**src/rtl/corelet_seq_pkg.sv**
```systemverilog
// Shared definitions for the corelet tile sequencer: state encoding and
// instruction-word bit positions.
package corelet_seq_pkg;

  typedef enum logic [2:0] {
    ST_IDLE   = 3'd0,
    ST_LOAD_K = 3'd1,
    ST_EXEC   = 3'd2,
    ST_FLUSH  = 3'd3,
    ST_DRAIN  = 3'd4,
    ST_DONE   = 3'd5
  } state_t;

  localparam int INST_W  = 34;
  localparam int KLOAD   = 0;
  localparam int EXEC    = 1;
  localparam int L0_WR   = 2;
  localparam int L0_RD   = 3;
  localparam int OF_RD   = 6;
  localparam int SFP_ACC = 33;

endpackage

```
**src/rtl/corelet_seq_counter.sv**
```systemverilog
// Up-counter with enable and clear; 'last' flags that the next enabled
// increment reaches the terminal count, so no wrap is ever needed.
module seq_counter #(
  parameter int CNT_W = 8
) (
  input  logic             clk,
  input  logic             reset,
  input  logic             en,
  input  logic             clr,
  input  logic [CNT_W-1:0] term,
  output logic             last
);

  localparam logic [CNT_W-1:0] ONE = CNT_W'(1);

  logic [CNT_W-1:0] count;

  always_ff @(posedge clk or posedge reset) begin
    if (reset)    count <= '0;
    else if (clr) count <= '0;
    else if (en)  count <= count + ONE;
  end

  // term is never 0 while the owning phase is active
  assign last = (count == term - ONE);

endmodule

```
**src/rtl/corelet_seq.sv**
```systemverilog
// Corelet tile sequencer: kernel load, execute, pipeline flush and OFIFO
// drain, emitting the corelet instruction word each cycle.
module corelet_seq
  import corelet_seq_pkg::*;
#(
  parameter int ROW   = 8,
  parameter int COL   = 8,
  parameter int CNT_W = 8
) (
  input  logic              clk,
  input  logic              reset,
  input  logic              start,
  input  logic              mode,
  input  logic [CNT_W-1:0]  num_vec,
  input  logic              acc_en,
  input  logic              l0_o_ready,
  input  logic              l0_o_full,
  input  logic              ofifo_o_valid,
  input  logic              host_valid,
  output logic              host_ready,
  output logic [INST_W-1:0] inst,
  output logic              busy,
  output logic              done
);

  localparam logic [CNT_W-1:0] K_TERM = CNT_W'(COL);
  localparam logic [CNT_W-1:0] F_TERM = CNT_W'(ROW + COL);

  state_t           state, state_nx;
  logic             mode_q, acc_q, sfp_q;
  logic [CNT_W-1:0] nv_q;
  logic             k_en, v_en, f_en, d_en, cnt_clr;
  logic             k_last, v_last, f_last, d_last;
  logic             kload, exec_b, l0_rd, of_rd;

  always_ff @(posedge clk or posedge reset) begin
    if (reset) begin
      state  <= ST_IDLE;
      mode_q <= 1'b0;
      acc_q  <= 1'b0;
      nv_q   <= '0;
      sfp_q  <= 1'b0;
    end else begin
      state <= state_nx;
      sfp_q <= of_rd && acc_q;
      // tile parameters only change when a start is accepted in IDLE
      if (state == ST_IDLE && start) begin
        mode_q <= mode;
        acc_q  <= acc_en;
        nv_q   <= num_vec;
      end
    end
  end

  always_comb begin
    state_nx = state;
    kload    = 1'b0;
    exec_b   = 1'b0;
    l0_rd    = 1'b0;
    of_rd    = 1'b0;
    k_en     = 1'b0;
    v_en     = 1'b0;
    f_en     = 1'b0;
    d_en     = 1'b0;
    unique case (state)
      ST_IDLE: begin
        if (start) begin
          if (num_vec == '0) state_nx = ST_DONE;
          else               state_nx = mode ? ST_EXEC : ST_LOAD_K;
        end
      end
      ST_LOAD_K: begin
        l0_rd = l0_o_ready;
        kload = l0_o_ready;
        k_en  = l0_o_ready;
        if (l0_o_ready && k_last) state_nx = ST_EXEC;
      end
      ST_EXEC: begin
        l0_rd  = l0_o_ready;
        exec_b = l0_o_ready;
        v_en   = l0_o_ready;
        if (l0_o_ready && v_last) state_nx = ST_FLUSH;
      end
      ST_FLUSH: begin
        f_en = 1'b1;
        if (f_last) state_nx = ST_DRAIN;
      end
      ST_DRAIN: begin
        of_rd  = ofifo_o_valid;
        exec_b = ofifo_o_valid && mode_q;
        d_en   = ofifo_o_valid;
        if (ofifo_o_valid && d_last) state_nx = ST_DONE;
      end
      ST_DONE:  state_nx = ST_IDLE;
      default:  state_nx = ST_IDLE;
    endcase
  end

  // every phase counter starts from zero at the beginning of each tile
  assign cnt_clr = (state == ST_IDLE);

  seq_counter #(.CNT_W(CNT_W)) u_kcnt (
    .clk(clk), .reset(reset), .en(k_en), .clr(cnt_clr), .term(K_TERM), .last(k_last)
  );
  seq_counter #(.CNT_W(CNT_W)) u_vcnt (
    .clk(clk), .reset(reset), .en(v_en), .clr(cnt_clr), .term(nv_q), .last(v_last)
  );
  seq_counter #(.CNT_W(CNT_W)) u_fcnt (
    .clk(clk), .reset(reset), .en(f_en), .clr(cnt_clr), .term(F_TERM), .last(f_last)
  );
  seq_counter #(.CNT_W(CNT_W)) u_dcnt (
    .clk(clk), .reset(reset), .en(d_en), .clr(cnt_clr), .term(nv_q), .last(d_last)
  );

  assign host_ready = host_valid && !l0_o_full;
  assign busy       = (state != ST_IDLE);
  assign done       = (state == ST_DONE);

  always_comb begin
    inst          = '0;
    inst[KLOAD]   = kload;
    inst[EXEC]    = exec_b;
    inst[L0_WR]   = host_ready;
    inst[L0_RD]   = l0_rd;
    inst[OF_RD]   = of_rd;
    inst[SFP_ACC] = sfp_q;
  end

endmodule

```
**config.mk**
```make
export PLATFORM = sky130hd
export DESIGN_NAME = corelet_seq
export DESIGN_NICKNAME = d
export VERILOG_FILES = /design/src/rtl/corelet_seq_pkg.sv /design/src/rtl/corelet_seq_counter.sv /design/src/rtl/corelet_seq.sv
export SDC_FILE = /design/constraint.sdc
export NUM_CORES = 1
export LEC_CHECK = 0
export ABC_AREA = 1
export CORE_MARGIN = 2
export CORE_UTILIZATION = 40
export CTS_CLUSTER_DIAMETER = 200
export DETAILED_ROUTE_END_ITERATION = 10
export GPL_TIMING_DRIVEN = 0
export PLACE_DENSITY = 0.66
export SLEW_MARGIN = 25
export SYNTH_ARGS = -nofsm -noshare
export SYNTH_HDL_FRONTEND = slang
export SYNTH_SLANG_ARGS = --single-unit
export TNS_END_PERCENT = 50
```
**constraint.sdc**
```tcl
create_clock -name clk -period 2.5 [get_ports clk]
set_input_delay 0.75 -clock clk [delete_from_list [all_inputs] [get_ports clk]]
set_output_delay 0.75 -clock clk [all_outputs]
set_load 0.01 [all_outputs]
```
# [Yosys cells after proc, flatten, opt, wreduce, memory -nomap -nowiden]
# Index checks and enable logic that the tools add are counted.
[word_totals] regBits=46 output_inout_bits=37 wordCells=67
[op_classes] addsub=5 eq_ne=14 n_mux=22 n_reduce_logical=17
[op_table] cell="8-bit two-way mux" n=8
[op_table] cell="8-bit by 1-bit adder with 8-bit output (second input constant)" n=4
[op_table] cell="3-bit two-way mux" n=6
[op_table] cell="8-bit equality test" n=2
[op_table] cell="3-bit case mux with 5 select lines" n=1
[op_table] cell="2-bit inequality test (second input constant)" n=5
[op_table] cell="8-bit by 3-bit equality test with 1-bit output (second input constant)" n=1
[op_table] cell="8-bit by 4-bit equality test with 1-bit output (second input constant)" n=1
[op_table] cell="8-bit zero test" n=1
[op_table] cell="2-bit nonzero test" n=4
[op_table] cell="8-bit by 1-bit subtractor with 8-bit output (second input constant)" n=1
[op_table] cell="1-bit logical AND" n=7
[op_table] cell="3-bit by 2-bit equality test with 1-bit output (second input constant)" n=2
[op_table] cell="3-bit equality test (second input constant)" n=2
[op_table] cell="1-bit two-way mux" n=5
[op_table] cell="5-bit AND reduction" n=1
[op_table] cell="3-bit by 1-bit equality test with 1-bit output (second input constant)" n=1
[op_table] cell="3-bit zero test" n=1
[op_table] cell="3-bit nonzero test" n=1
[op_table] cell="2-bit two-way mux" n=1
[op_table] cell="1-bit case mux with 2 select lines" n=1
[op_table] cell="2-bit OR reduction" n=1
[op_table] cell="1-bit zero test" n=1

# [Depth between registers and ports, before layout]
# Gate-level depths: netlist of run 1.
[depth] depth_word=5 depth_mapped=15 mapped_depth_nobuf=14

# [Modules after synthesis]
# From an unflattened synthesis of run 1, not the netlist that was laid out.
[unflattened] hier_cells=629 area_unflattened_um2=3981.3
[modules_own_cells] mod="seq_counter" n_inst=4 cells_per_inst=121 area_each_um2=729.4
[modules_own_cells] mod="corelet_seq" n_inst=1 cells_per_inst=145 area_each_um2=1063.5

# [Worst setup path after synthesis of run 1]
# No wires, ideal clock.
[synth_path] kind="flip-flop to output port" startpoint="register state[1]" endpoint="output port inst[1]" arrival_time_ns=1.190 required_ns=1.750 setup_slack_ns=0.560 stages_incl_launch_ff=8 n_path_buf=1 path_cell_list="dfrtp_1 or2_4 nor2_4 nand2_4 inv_1 nand2_1 nand2_1 buf_4"
[synth_via] elab_chain_len=2 elab_cells_between_ends=3 cone_classes="eq/ne: 2; mux: 1"
[synth_rtl] element="from (decl)" line="corelet_seq.sv:29" source="state_t state, state_nx;"
[synth_rtl] element="from (signal assigned)" line="corelet_seq.sv:44" source="state <= state_nx;"
[synth_rtl] element="3-bit equality test or 3-bit by 2-bit equality test with 1-bit output (tied branches)" line="corelet_seq.sv:65" source="unique case (state)"
[synth_rtl] element="1-bit case mux with 2 select lines (*)" line="corelet_seq.sv:65"
[synth_rtl] element="to (decl)" line="corelet_seq.sv:21" source="output logic [INST_W-1:0] inst,"
# Every way passes the cells marked *; elsewhere a longest branch is shown, timed or not.

# [Worst setup path in the final report of run 1]
[layout_path] startpoint="input port l0_o_ready" endpoint="output port inst[3]"
[layout_via] elab_chain_len=1
[layout_rtl] element="from (decl)" line="corelet_seq.sv:16" source="input logic l0_o_ready,"
[layout_rtl] element="1-bit two-way mux" line="corelet_seq.sv:65"
# No other way between the ends.

==> results_dict.tcl, run 1 <==
set metrics [dict create \
    run_status "completed" \
    critical_path_launch_point_type "primary input" \
    drtAntennaViolNets 0 \
    synth_area_per_cell_sq_um 7.55 \
    min_path_type "reg -> reg" \
    setup_repair_after_global_routing_missed_its_margin "false" \
    ys_seq_area_frac 0.366 \
    die_area_sq_mm 0.00860 \
    synth-edff-count 0 \
    port_buffers 25 \
    std_cell_rows 32 \
    via_count 2749 \
    worst_r2r_startpoint "nv_q[0]" \
    post_drt_wl_per_cell_um 11.6 \
    dr.pass1.iters 4 \
    path_max_fanout 5 \
    slew_violations 0 \
    synthFlopType "dfrtp_1" \
    cts_root_buf "clkbuf_8" \
    yosys.area.top_type "dfrtp_1" \
    layout.cells.non_filler 588 \
    max-cap-violations 0 \
    syn-cell-area_sq_mm 0.00315 \
    groute.usage.overall 0.166 \
    dp.final_hpwl_um 5130 \
    worstHoldStart "u_vcnt.count[7]" \
    routed_via_density 4.68 \
    detailedRoute.firstIterationViolations 94 \
    die_w_um 92.7 \
    totalWireLength_um 6800 \
    ys_warn_count 0 \
    grt_start_max_net_pins 29 \
    design.final.nets 507 \
    gr-total-overflow 0 \
    synth.ff_latch_count 46 \
    hold_buffers 0 \
    io_pins 54 \
    drc 0 \
    dp_cell_count 572 \
    peakVddDrop_v 0.000542 \
    final_core_utilization 0.495 \
    sink_count_of_the_clock_tree 46 \
    cts.path.max_buffers 2 \
    yosys_cell_types 43 \
    cts_made_buffers 5 \
    asyncSetResetFlopFracSynth 1.00 \
    period_needed_ns 2.46 \
    antenna_cells_inserted 0 \
    synthTopCellsByArea "dfrtp_1 37%, nand2_1 9.4%, buf_4 8.1%" \
    hold_violations 0 \
    postSynthCellCount 417 \
    worst_setup_path_end_kind "primary output" \
    floorplan.initialDensity 0.410 \
    critPathRequiredTime_ns 1.75 \
    leakagePower_nw 1.99 \
    grt_pass1_vias 2549 \
    cts-htree-levels 2 \
    post_route_cells_drive_above_1_share 0.200 \
    placeable_core_area_sq_mm 0.00769 \
    setup_viol 0 \
    layout_worst_path_cycle_share 0.983 \
    fin_worst_hold_slack_ns 0.497 \
    worst_skew_ns 0.0140 \
    synth_top_area_frac 0.366 \
    critical_path.startpoint "l0_o_ready" \
    critPathKind "in -> out" \
    grt_antenna_before_repair 0 \
    clk_latency_ns 0.32 \
    power_per_standard_cell_area_mw_per_mm2 906 \
    detailedPlace.worstSlack_ns -0.597 \
    cp_data_arrival_time_ns 1.71 \
    clkSlewWorstSetupHoldPaths_ns 0.09 \
    worst_slack_ns 0.0427 \
    die-height_um 92.7 \
    peak_freq_mhz 407 \
    grt_pass1_wl_um 11300 \
    layout-area-overhead-vs-synth_pct 21.0 \
    tritoncts_clock_tree "done" \
    gp_congestion 0.840 \
]
==> path summary, 6_finish.rpt <==
check / cells after the start / slack (ns) / end
setup / recovery: 5 / 0.04 / inst[3]
hold / removal: 1 / 0.50 / u_vcnt.count[7]
setup reg to reg: 15 / 0.33 / state[1]
hold reg to reg: 1 / 0.50 / u_vcnt.count[7]
max in group asynchronous: 3 / 1.25 / state[1]
min in group asynchronous: 2 / 0.73 / u_fcnt.count[3]
==> sequential cells by signal, indices dropped and copies added, names as in the netlist, 3 cells and up <==
| signal | count |
|---|---|
| u_vcnt.count | 8 |
| state | 3 |
| u_fcnt.count | 8 |
| u_kcnt.count | 8 |
| nv_q | 8 |
| u_dcnt.count | 8 |
==> layout make-up <==
| class | count | area (sq um) |
|---|---|---|
| repair buffers | 34 | 322 |
| inverters | 62 | 233 |
| clock buffers | 5 | 68.8 |
| well taps | 102 | 128 |
| plain buffers | 40 | 289 |
| clock inverters | 3 | 23.8 |
| flip-flops and latches | 46 | 1150 |
| multi-input cells | 296 | 1590 |
| fillers | 774 | 3880 |
==> synth_stat cells (3+ instances only) <==
cell type / count
nor4_1: 3
ha_1: 5
buf_2: 4
nand3_1: 36
a21oi_1: 15
nand3_2: 3
nand2_2: 8
nor3_4: 3
inv_1: 59
inv_2: 3
nor2_4: 5
buf_4: 34
nand2_1: 79
nand4_1: 10
nor2_2: 4
xor2_1: 3
dfrtp_1: 46
nor2_1: 37
nor3_1: 8
o21ai_0: 23
==> timing repair <==
item | CTS | global route
setup endpoints to repair | 7 | 5
gates resized for setup | 15 | 7
gates cloned | 0 | 0
buffers inserted | 5 | 3
pin swaps | 1 | 2
==> kinds of logic after synthesis <==
family                     count (synthesis)  share of synthesized area
xor gates and xnor gates                   4                     0.0155
AOI/OAI and AO/OA                         53                     0.0994
other                                      1                    0.00119
DFF                                       46                      0.366
buffers and inverters                    102                      0.164
adders and majority gates                  5                     0.0199
and+or+nand+nor                          206                      0.335
==> placed cells by master (no fill, tap or decap), types with 2 or more instances in the layout <==
cell             instances
nor2_2                   5
buf_2                    3
nand3_2                  3
conb_1                  28
o21ai_0                 23
clkinvlp_4               2
o22ai_1                  2
nand3_1                 36
nand4_1                 10
nor2_4                   5
o21ai_1                  2
inv_2                    6
xor2_1                   3
buf_4                   44
dlygate4sd2_1            5
nand2_2                  8
nor4_1                   3
nor3_1                   8
dfrtp_2                  2
nand2_4                  2
clkbuf_8                 5
dfrtp_1                 44
nor3_4                   4
clkdlybuf4s50_1         15
nor2_1                  36
ha_1                     5
inv_1                   56
a32o_1                   2
clkdlybuf4s15_1          2
a21oi_1                 15
clkbuf_1                 2
nand2_1                 79
==> metal layers <==
metal / track usage / vias up / part of all wire / wire length [um]
met3: 0.0301 / 11 / 0.030 / 205
met2: 0.283 / 42 / 0.49 / 3350
met5: 0 / - / 0 / 0
met4: 0.0650 / 0 / 0.021 / 143
li1: - / 1427 / - / -
met1: 0.208 / 1269 / 0.46 / 3100
==> through the flow <==
step                TNS, ns  instance area [sq um]  power [mW]
floorplan                 0                   3250        2.41
global placement     -17.41                   3630        2.82
detailed placement    -2.40                   3650        2.86
CTS                 -0.0424                   3770        3.41
global route              0                   3810        3.75
finish                    0                   3810        3.45
==> worst max-delay path, stage by stage <==
cell,delay (ns)
clkdlybuf4s15_1,0.29
nand2_2,0.18
nand2_1,0.09
buf_4,0.13
dlygate4sd2_1,0.27
==> power by group <==
part           internal (mW)  leakage, nW  total, mW  switching [mW]
clock network          0.200       0.0408      0.489           0.288
logic                  0.730         1.34       1.87            1.14
registers              0.902        0.614       1.09           0.191
No activity file was read; power rests on OpenSTA's default activity.
==> inputs of run 2 (changes only) <==
==> constraint.sdc (replaced) <==
create_clock -name clk -period 2.4 [get_ports clk]
set_input_delay 0.72 -clock clk [delete_from_list [all_inputs] [get_ports clk]]
set_output_delay 0.72 -clock clk [all_outputs]
set_load 0.01 [all_outputs]
==> run 2 against run 1 <==
Clock power is 3% higher. Sequential power is 5% higher. First-iteration DRC count is 20% higher. Clock skew about the same. Final cell count is the same. Non-clock buffer count stayed put. Die area stayed put. Core utilization shrank 0.081 points. Count of clock-buffer cells in the layout unchanged. Setup slack improved by 0.015 ns. Routed wire length decreased by 2.5%.
==> results_dict.tcl, run 2 (synthesized netlist as in run 1, its figures left out) <==
set metrics [dict create \
    leakagePower_nw 1.97 \
    grt_start_max_net_pins 29 \
    dr.pass1.iters 4 \
    power_switching_mw 1.68 \
    critPathRequiredTime_ns 1.68 \
    placeable_core_area_sq_mm 0.00769 \
    io_pins 54 \
    grt_pass1_wl_um 11300 \
    die-height_um 92.7 \
    clk_latency_ns 0.31 \
    gp_congestion 0.840 \
    globalRoute.busiestLayer "met2" \
    cts.path.max_buffers 2 \
    peakVddDrop_v 0.000557 \
    power.switching_fraction 0.470 \
    layout_worst_path_cycle_share 0.976 \
    cellInternalPower_mw 1.89 \
    cp_data_arrival_time_ns 1.62 \
    drtAntennaViolNets 0 \
    period_needed_ns 2.34 \
    post_route_cells_drive_above_1_share 0.208 \
    peak_freq_mhz 427 \
    final_cell_area_sq_mm 0.00380 \
    detailedRoute.firstIterationViolations 113 \
    critical_path.startpoint "state[0]" \
    cts_root_buf "clkbuf_8" \
    gr-total-overflow 0 \
    design_power_total_mw 3.57 \
    routed_via_density 4.63 \
    mostFrequentLayoutCell "nand2_1" \
    die_w_um 92.7 \
    floorplan.initialDensity 0.410 \
    layout.cells.non_filler 588 \
    setup_viol 0 \
    sink_count_of_the_clock_tree 46 \
    grt_antenna_before_repair 0 \
    power.share.sequential 0.320 \
    dp_cell_count 572 \
    hold_violations 0 \
    dpl-instance-area_sq_mm 0.00365 \
    p_clk_frac 0.141 \
    cts_made_buffers 5 \
    cts-htree-levels 2 \
    comb_power_share 0.539 \
    fin_worst_hold_slack_ns 0.497 \
    clkSlewWorstSetupHoldPaths_ns 0.10 \
    slew_violations 0 \
    power_per_standard_cell_area_mw_per_mm2 938 \
    grt_pass1_vias 2547 \
    gr-usage-met2 0.283 \
    layout-area-overhead-vs-synth_pct 20.8 \
    detailedPlace.worstSlack_ns -0.637 \
    path_max_fanout 5 \
    worstHoldStart "u_vcnt.count[7]" \
    totalWireLength_um 6630 \
    die_area_sq_mm 0.00860 \
    groute.usage.overall 0.165 \
    run_status "completed" \
    worst_r2r_startpoint "nv_q[0]" \
    antenna_cells_inserted 0 \
    layout_common_cells "77 x nand2_1, 56 x inv_1, 47 x buf_4" \
    max-cap-violations 0 \
    min_path_type "reg -> reg" \
    tritoncts_clock_tree "done" \
    final.fill_count 774 \
    critical_path_launch_point_type "flop" \
    std_cell_rows 32 \
    globalRouteMet1Util 0.207 \
    grtUsageMet3 0.0301 \
    drc 0 \
    critPathKind "reg -> out" \
    worst_slack_ns 0.0582 \
    via_count 2724 \
    post_drt_wl_per_cell_um 11.3 \
    worst_setup_path_end_kind "primary output" \
    design.final.nets 507 \
    port_buffers 25 \
    hold_buffers 0 \
    dp.final_hpwl_um 5130 \
    worst_skew_ns 0.0140 \
]
==> run 2: cell types whose count changed in the layout (fill, tap and decap cells not counted), moves of 2 or more <==
cell / previous run / this run
buf_4: 44 / 47
inv_2: 6 / 3
inv_4: 0 / 3
clkdlybuf4s15_1: 2 / 0
nand2_1: 79 / 77
nand2_2: 8 / 10
==> run 2: layout make-up <==
class,instances,area [sq um],area share
sequential,46,1150,0.303
multi-input combinational,296,1590,0.419
clock inverter,3,23.8,0.00625
inverter,62,240,0.0632
tap,102,128,0.0336
buffer,39,278,0.0731
clock buffer,5,68.8,0.0181
timing repair buffer,35,317,0.0833
==> run 2: layer usage <==
layer	vias up	part of all wire
met5	-	0
met4	0	0.012
met3	4	0.033
met2	37	0.49
met1	1259	0.46
li1	1424	-
==> run 2: path summary, 6_finish.rpt <==
| check | slack, ns | end | cells past startpoint |
|---|---|---|---|
| min | 0.50 | u_vcnt.count[7] | 1 |
| max | 0.06 | inst[1] | 8 |
| min reg2reg | 0.50 | u_vcnt.count[7] | 1 |
| min in group asynchronous | 0.71 | u_fcnt.count[3] | 2 |
| max reg2reg | 0.21 | state[1] | 15 |
| max in group asynchronous | 1.18 | state[1] | 3 |
==> run 2: per-stage QoR <==
stage               utilization   TNS, ns
finish                    0.495         0
CTS                       0.491    -0.107
detailed placement        0.474     -2.73
floorplan                     -         0
global placement          0.472    -20.96
global route              0.495  -0.00336
==> run 2: power groups by stage <==
| stage | sequential [mW] | clock [mW] | combinational [mW] |
|---|---|---|---|
| 3_5_place_dp | 1.16 | 0 | 1.82 |
| 4_1_cts | 1.14 | 0.518 | 1.90 |
| 5_1_grt | 1.17 | 0.546 | 2.18 |
| 3_3_place_gp | 1.15 | 0 | 1.78 |
| 2_1_floorplan | 1.11 | 0 | 1.40 |
| 6_report | 1.14 | 0.504 | 1.92 |
==> run 2: timing repair <==
action / 4_1_cts / 5_1_grt
resized for setup: 18 / 11
pin swaps: 1 / 4
buffers inserted: 5 / 4
endpoints found under the setup margin: 7 / 4
==> run 2: critical path, stage by stage (launching register included) <==
cell and delay (ns):
dfrtp_1 0.40, or2_4 0.28, nor2_4 0.16, nand2_4 0.09, inv_4 0.07, nand2_2 0.06
nand2_2 0.06, buf_4 0.09, buf_4 0.10
==> inputs of run 3 (changes only) <==
--- a/config.mk
+++ b/config.mk
@@ -10,6 +10,7 @@
 export CORE_UTILIZATION = 40
 export CTS_CLUSTER_DIAMETER = 200
 export DETAILED_ROUTE_END_ITERATION = 10
+export GPL_ROUTABILITY_DRIVEN = 0
 export GPL_TIMING_DRIVEN = 0
 export PLACE_DENSITY = 0.66
 export SLEW_MARGIN = 25
==> results of run 3 <==
No change in the layout: final DEF, timing and power equal those of run 2.
